## config.mk

```make
export PLATFORM = sky130hd
export DESIGN_NAME = circuit_3_pipe_flat
export DESIGN_NICKNAME = d
export VERILOG_FILES = /design/src/rtl/circuit_3_pipe_pkg.sv /design/src/rtl/circuit_3_pipe_if.sv /design/src/rtl/circuit_3_pipe_stage.sv /design/src/rtl/circuit_3_pipe.sv /design/src/flat_wrapper.sv
export SDC_FILE = /design/constraint.sdc
export NUM_CORES = 1
export LEC_CHECK = 0
export CAP_MARGIN = 20
export CORE_AREA = 4 4 73 75
export DETAILED_ROUTE_END_ITERATION = 8
export DIE_AREA = 0 0 77 79
export PLACE_DENSITY_LB_ADDON = 0.25
export RECOVER_POWER = 100
export SYNTH_ARGS = -nofsm -noshare
export SYNTH_HDL_FRONTEND = slang
export SYNTH_SLANG_ARGS = --single-unit
export TNS_END_PERCENT = 20
```

## constraint.sdc

```tcl
create_clock -name clk -period 5.4 [get_ports clk]
set_input_delay 1.08 -clock clk [delete_from_list [all_inputs] [get_ports clk]]
set_output_delay 1.08 -clock clk [all_outputs]
set_load 0.005 [all_outputs]
```

## src/rtl/circuit_3_pipe_pkg.sv

```systemverilog
// circuit_pkg: shared definitions for circuit_3_pipe.
//   EvalW         - widest vector circuit3_eval handles; instances must keep WIDTH <= EvalW
//   clog2()       - ceil(log2(value)), used to size the popcount adder
//   circuit3_eval - gate-level NAND/XOR/NOT/OR/NOR network, applied bitwise
package circuit_pkg;

    localparam int unsigned EvalW = 64;

    function automatic int unsigned clog2(input int unsigned value);
        int unsigned res;
        int unsigned span;
        res  = 0;
        span = 1;
        while (span < value) begin
            span = span << 1;
            res  = res + 1;
        end
        return res;
    endfunction

    // Kept in gate form on purpose; it reduces to a & b & ~c.
    function automatic logic [EvalW-1:0] circuit3_eval(input logic [EvalW-1:0] a,
                                                       input logic [EvalW-1:0] b,
                                                       input logic [EvalW-1:0] c);
        logic [EvalW-1:0] w;
        logic [EvalW-1:0] y;
        logic [EvalW-1:0] n;
        logic [EvalW-1:0] z;
        w = ~(a & b);
        y = w ^ c;
        n = ~a;
        z = n | y;
        return ~(z | c);
    endfunction

endpackage

```

## src/rtl/circuit_3_pipe_if.sv

```systemverilog
// circuit_3_pipe_if: stream and counter signals of circuit_3_pipe.
//   in_valid/in_ready/a/b/c   - upstream operand stream
//   out_valid/out_ready/o     - downstream result stream
//   cnt_clear/ones_cnt        - delivered-ones counter control and value
// master: stimulus/sink side. slave: the pipeline.
interface circuit_3_pipe_if #(
    parameter int unsigned WIDTH = 8,
    parameter int unsigned CNT_W = 16
);
    logic             in_valid;
    logic             in_ready;
    logic [WIDTH-1:0] a;
    logic [WIDTH-1:0] b;
    logic [WIDTH-1:0] c;
    logic             out_valid;
    logic             out_ready;
    logic [WIDTH-1:0] o;
    logic             cnt_clear;
    logic [CNT_W-1:0] ones_cnt;

    modport master (
        output in_valid, a, b, c, out_ready, cnt_clear,
        input  in_ready, out_valid, o, ones_cnt
    );

    modport slave (
        input  in_valid, a, b, c, out_ready, cnt_clear,
        output in_ready, out_valid, o, ones_cnt
    );
endinterface

```

## src/rtl/circuit_3_pipe_stage.sv

```systemverilog
// pipe_stage: one valid bit plus WIDTH data bits; loads when en, holds otherwise.
//   clk, rst_n        - clock, async active-low reset (clears valid and data)
//   en                - load d_valid/d_data this edge
//   d_valid, d_data   - incoming stage contents
//   q_valid, q_data   - registered stage contents
module pipe_stage #(
    parameter int unsigned WIDTH = 8
) (
    input  logic             clk,
    input  logic             rst_n,
    input  logic             en,
    input  logic             d_valid,
    input  logic [WIDTH-1:0] d_data,
    output logic             q_valid,
    output logic [WIDTH-1:0] q_data
);
    always_ff @(posedge clk or negedge rst_n) begin
        if (!rst_n) begin
            q_valid <= 1'b0;
            q_data  <= '0;
        end else if (en) begin
            q_valid <= d_valid;
            q_data  <= d_data;
        end
    end
endmodule

```

## src/rtl/circuit_3_pipe.sv

```systemverilog
// circuit_3_pipe: STAGES-deep valid/ready pipeline computing the three-input gate network
// bitwise on a/b/c, plus a saturating count of 1-bits in delivered results.
//   clk, rst_n - clock, async active-low reset
//   bus        - circuit_3_pipe_if.slave: operand stream in, result stream out, counter
module circuit_3_pipe
    import circuit_pkg::*;
#(
    parameter int unsigned WIDTH  = 8,
    parameter int unsigned STAGES = 3,
    parameter int unsigned CNT_W  = 16
) (
    input  logic              clk,
    input  logic              rst_n,
    circuit_3_pipe_if.slave   bus
);
    localparam int unsigned PopW = clog2(WIDTH + 1);

    logic [STAGES-1:0] v;
    logic [STAGES-1:0] adv;
    logic [WIDTH-1:0]  data [STAGES];
    logic [EvalW-1:0]  eval_full;
    logic [WIDTH-1:0]  eval;

    assign eval_full = circuit3_eval(EvalW'(bus.a), EvalW'(bus.b), EvalW'(bus.c));
    assign eval      = eval_full[WIDTH-1:0];

    // A stage may advance if it is empty or its successor advances; this ripples
    // out_ready back to in_ready with no skid buffer.
    always_comb begin
        logic carry;
        adv   = '0;
        carry = ~v[STAGES-1] | bus.out_ready;
        adv[STAGES-1] = carry;
        for (int k = int'(STAGES) - 2; k >= 0; k--) begin
            carry  = ~v[k] | carry;
            adv[k] = carry;
        end
    end

    for (genvar k = 0; k < STAGES; k++) begin : g_stage
        logic             d_valid;
        logic [WIDTH-1:0] d_data;
        if (k == 0) begin : g_first
            assign d_valid = bus.in_valid;
            assign d_data  = eval;
        end else begin : g_next
            assign d_valid = v[k-1];
            assign d_data  = data[k-1];
        end
        pipe_stage #(
            .WIDTH (WIDTH)
        ) u_stage (
            .clk     (clk),
            .rst_n   (rst_n),
            .en      (adv[k]),
            .d_valid (d_valid),
            .d_data  (d_data),
            .q_valid (v[k]),
            .q_data  (data[k])
        );
    end

    assign bus.in_ready  = adv[0];
    assign bus.out_valid = v[STAGES-1];
    assign bus.o         = data[STAGES-1];

    // Delivered-ones counter
    logic [PopW-1:0]  pop;
    logic [CNT_W:0]   sum;
    logic [CNT_W-1:0] cnt_q;
    logic [CNT_W-1:0] cnt_d;
    logic             out_xfer;

    always_comb begin
        pop = '0;
        for (int i = 0; i < int'(WIDTH); i++) begin
            pop = pop + PopW'(data[STAGES-1][i]);
        end
    end

    assign out_xfer = v[STAGES-1] & bus.out_ready;
    assign sum      = {1'b0, cnt_q} + (CNT_W + 1)'(pop);

    always_comb begin
        cnt_d = cnt_q;
        if (bus.cnt_clear) begin
            cnt_d = '0;
        end else if (out_xfer) begin
            cnt_d = sum[CNT_W] ? '1 : sum[CNT_W-1:0];
        end
    end

    always_ff @(posedge clk or negedge rst_n) begin
        if (!rst_n) begin
            cnt_q <= '0;
        end else begin
            cnt_q <= cnt_d;
        end
    end

    assign bus.ones_cnt = cnt_q;
endmodule

```

## src/flat_wrapper.sv

```systemverilog
// flat-port wrapper written by rule: the top's interface ports become plain ports
module circuit_3_pipe_flat import circuit_pkg::*;
#(
    parameter int unsigned WIDTH  = 8,
    parameter int unsigned STAGES = 3,
    parameter int unsigned CNT_W  = 16
)
  (clk, rst_n, bus_in_valid, bus_a, bus_b, bus_c, bus_out_ready, bus_cnt_clear, bus_in_ready, bus_out_valid, bus_o, bus_ones_cnt);
  circuit_3_pipe_if #(.WIDTH(WIDTH), .CNT_W(CNT_W)) bus_i ();
  input  logic clk;
  input  logic rst_n;
  input wire logic [$bits(bus_i.in_valid)-1:0] bus_in_valid;
  input wire logic [$bits(bus_i.a)-1:0] bus_a;
  input wire logic [$bits(bus_i.b)-1:0] bus_b;
  input wire logic [$bits(bus_i.c)-1:0] bus_c;
  input wire logic [$bits(bus_i.out_ready)-1:0] bus_out_ready;
  input wire logic [$bits(bus_i.cnt_clear)-1:0] bus_cnt_clear;
  output wire logic [$bits(bus_i.in_ready)-1:0] bus_in_ready;
  output wire logic [$bits(bus_i.out_valid)-1:0] bus_out_valid;
  output wire logic [$bits(bus_i.o)-1:0] bus_o;
  output wire logic [$bits(bus_i.ones_cnt)-1:0] bus_ones_cnt;
  assign bus_i.in_valid = bus_in_valid;
  assign bus_i.a = bus_a;
  assign bus_i.b = bus_b;
  assign bus_i.c = bus_c;
  assign bus_i.out_ready = bus_out_ready;
  assign bus_i.cnt_clear = bus_cnt_clear;
  assign bus_in_ready = bus_i.in_ready;
  assign bus_out_valid = bus_i.out_valid;
  assign bus_o = bus_i.o;
  assign bus_ones_cnt = bus_i.ones_cnt;
  circuit_3_pipe #(.WIDTH(WIDTH), .STAGES(STAGES), .CNT_W(CNT_W)) u_core (.clk(clk), .rst_n(rst_n), .bus(bus_i));
endmodule
```

==> metrics <==
Cells after Synth 212; area of the multi-input gates 0.00102 mm²; status complete, but fails checks; flops & latches, synth 43; CTS tree done; skew final 0.00868 ns; crit path launch type primary input; number of flops mapped to enable cells by yosys 0; Final setup viols 0; Synthesis Warnings 0; syn_nets 253; postcts setup bufs 0; Sinks on Clock Net 43; Sw Ratio 0.261; internal power 579 µW; Max Slew Vio Count 44; IO Port Bufs 54; synthesized area per cell 10.4 µm²; CP Max Fanout 18; # hold bufs at CTS 0; DP Area 0.00279 mm²; Die Wd 77 µm; gr busiest metal met2; met1 usage 0.178; Hold/Removal Path Class reg -> reg; antenna viol nets, final 0; worst skew pair latency 0.29 ns; count of cell types in the netlist 46; Seq/Total Area, Yosys 0.487; DRT iter0 DRCs 115; GP Congestion 0.811; Cell Area, Synth 0.00221 mm²; Clock Root Buffer clkbuf_8; Synth async-reset ratio 1.00; fill cell count 394; RSZ-0062 raised after global routing no; H-Tree Depth 2; Power Density 271 mW/mm²; WL final 4.33 mm; crit share post-route 0.849; drt via density 5.34; die area 0.00608 mm²; Flop pwr share 0.458; Leakage 1.37 nW; total count of hold-check failures in the final report 0; kind of end point of the critical path output pin; Chip Height 79 µm; initial antenna violation count 0; crit path DAT 3.50 ns; # diodes 0; sequential cell area 0.00108 mm²; WS Path Type in -> out; final instance area 0.00289 mm²; switching power 204 µW; Final min period 4.58 ns; IR drop worst, VDD 0.000149 V; Rel. slew slack -0.502; max cap viols 1; vias in the first global route 1686; clock power share 0.331; Area growth syn-to-layout 30.7%; clk buf depth 2; Top Ports 55; 1st-pass router iterations 4; Worst-path clk slew 0.08 ns; DRC viols 0; Tightest Pin Transition 2.25 ns; post-DP HPWL 3.29 mm; fmax 218 MHz; first-pass GRT wire length 7.45 mm; grt total ovfl 0; Comb pwr share 0.211; Total GRT Usage 0.153; via count 1726; post-CTS sizing 0; core area 0.00466 mm²; violated checks max-capacitance violations, max-slew violations; Core Rows 25; pin count of the biggest net entering global routing 44; data required time of the worst path 4.32 ns; fin nets 309; Num CTS Buffers 5; Setup TNS Final 0 ns; grt met3 use 0.0420; routing usage on met2 0.267; routed length per placed instance 13.4 µm; initial core utilization 0.474; fraction of layout cells with a size suffix above 1 0.0892; Synth Flop Type dfrtp_1
==> cells in the final DEF (no fill, tap or decap), types with 4 or more instances in the layout <==
master           instances
dlygate4sd3_1           27
fa_1                     5
nand2_1                 30
inv_1                   18
nand2b_1                 4
a311oi_1                 4
a21oi_1                  4
mux2_2                  10
nor2_1                  13
clkdlybuf4s50_1         26
nand4_1                  4
ha_1                     7
clkbuf_8                 6
o21ai_0                  7
o31ai_1                  8
a31oi_1                  5
dfrtp_1                 43
nor3_1                   6
==> cell usage after synthesis (2+ instances only) <==
library cell / instances / area (µm²)
inv_1: 18 / 67.6
fa_1: 5 / 100
o21ai_0: 7 / 35.0
nand2b_1: 4 / 25.0
buf_2: 3 / 15.0
or2_2: 2 / 12.5
o211a_1: 2 / 20.0
mux2i_1: 2 / 20.0
a31oi_1: 5 / 31.3
clkbuf_1: 2 / 7.51
o21bai_1: 2 / 15.0
ha_1: 7 / 87.6
nor3_1: 6 / 30.0
o31ai_1: 8 / 60.1
a21oi_1: 4 / 20.0
nor2_1: 13 / 48.8
xor2_1: 3 / 26.3
a211oi_1: 3 / 22.5
a311oi_1: 4 / 35.0
nand2_1: 30 / 113
nand4_1: 4 / 25.0
mux2_2: 10 / 113
dfrtp_1: 43 / 1080
o21a_1: 2 / 15.0
and3_1: 2 / 12.5
==> sequential cells by signal (all words and copies together) (netlist names) <==
signal / count
u_core.g_stage.u_stage.q_data: 24
u_core.bus.ones_cnt: 16
u_core.g_stage.u_stage.q_valid: 3
==> worst paths after layout <==
path                                                startpoint                                   to  slack, ns  cells past startpoint
max in group asynchronous                                rst_n  u_core.g_stage[0].u_stage.q_data[7]       2.67                      1
min in group asynchronous                                rst_n               u_core.bus.ones_cnt[5]       1.45                      1
setup reg to reg           u_core.g_stage[2].u_stage.q_data[0]              u_core.bus.ones_cnt[15]       0.89                     13
setup / recovery                                 bus_out_ready                         bus_in_ready       0.82                      6
hold / removal               u_core.g_stage[0].u_stage.q_valid    u_core.g_stage[1].u_stage.q_valid       0.45                      2
hold reg to reg              u_core.g_stage[0].u_stage.q_valid    u_core.g_stage[1].u_stage.q_valid       0.45                      2
==> critical path: stages <==
cell and delay [ns]:
dlygate4sd3_1 0.58, nand3b_1 0.45, nor2_2 0.18, clkbuf_1 0.53
inv_1 0.08, dlygate4sd3_1 0.59
==> cells by family (layout without fill, tap and decap cells) <==
| group | after synthesis | after routing | share of synthesized area |
|---|---|---|---|
| xor gates and xnor gates | 4 | 4 | 0.0158 |
| muxes | 12 | 12 | 0.0600 |
| AOI/OAI and AO/OA | 44 | 44 | 0.140 |
| adders and majority gates | 12 | 12 | 0.0849 |
| buffers and inverters | 24 | 81 | 0.0458 |
| DFF | 43 | 43 | 0.487 |
| and+or+nand+nor | 73 | 73 | 0.166 |
==> layer usage <==
metal,vias to the layer above,wire length [µm]
met5,-,0
met4,0,67
met3,6,268
met2,48,2100
met1,820,1890
li1,852,-
==> stage by stage <==
stage / util / cells / total power [mW] / hold slack (ns) / setup slack, ns
after CTS: 0.623 / 323 / 0.801 / 0.456 / 1.14
after global routing: 0.620 / 323 / 0.831 / 0.484 / 0.553
after global placement: 0.598 / 315 / 0.535 / 0.433 / 1.25
after floorplan: - / 212 / 0.462 / 0.425 / 1.44
final: 0.620 / 323 / 0.783 / 0.453 / 0.816
after detailed placement: 0.598 / 315 / 0.540 / 0.436 / 1.16
==> cell type report <==
class,instances,share of cell area
sequential,43,0.372
multi-input combinational,145,0.354
timing repair buffer,55,0.186
clock buffer,6,0.0286
inverter,18,0.0234
tap,54,0.0234
clock inverter,2,0.0121
==> power by group through the flow <==
stage | sequential (mW) | clock (mW) | combinational [mW]
after global routing | 0.362 | 0.276 | 0.193
final | 0.358 | 0.259 | 0.165
after CTS | 0.359 | 0.267 | 0.175
after floorplan | 0.363 | 0 | 0.0991
after global placement | 0.365 | 0 | 0.170
after detailed placement | 0.366 | 0 | 0.175
Power figures use the tool's default switching activity.
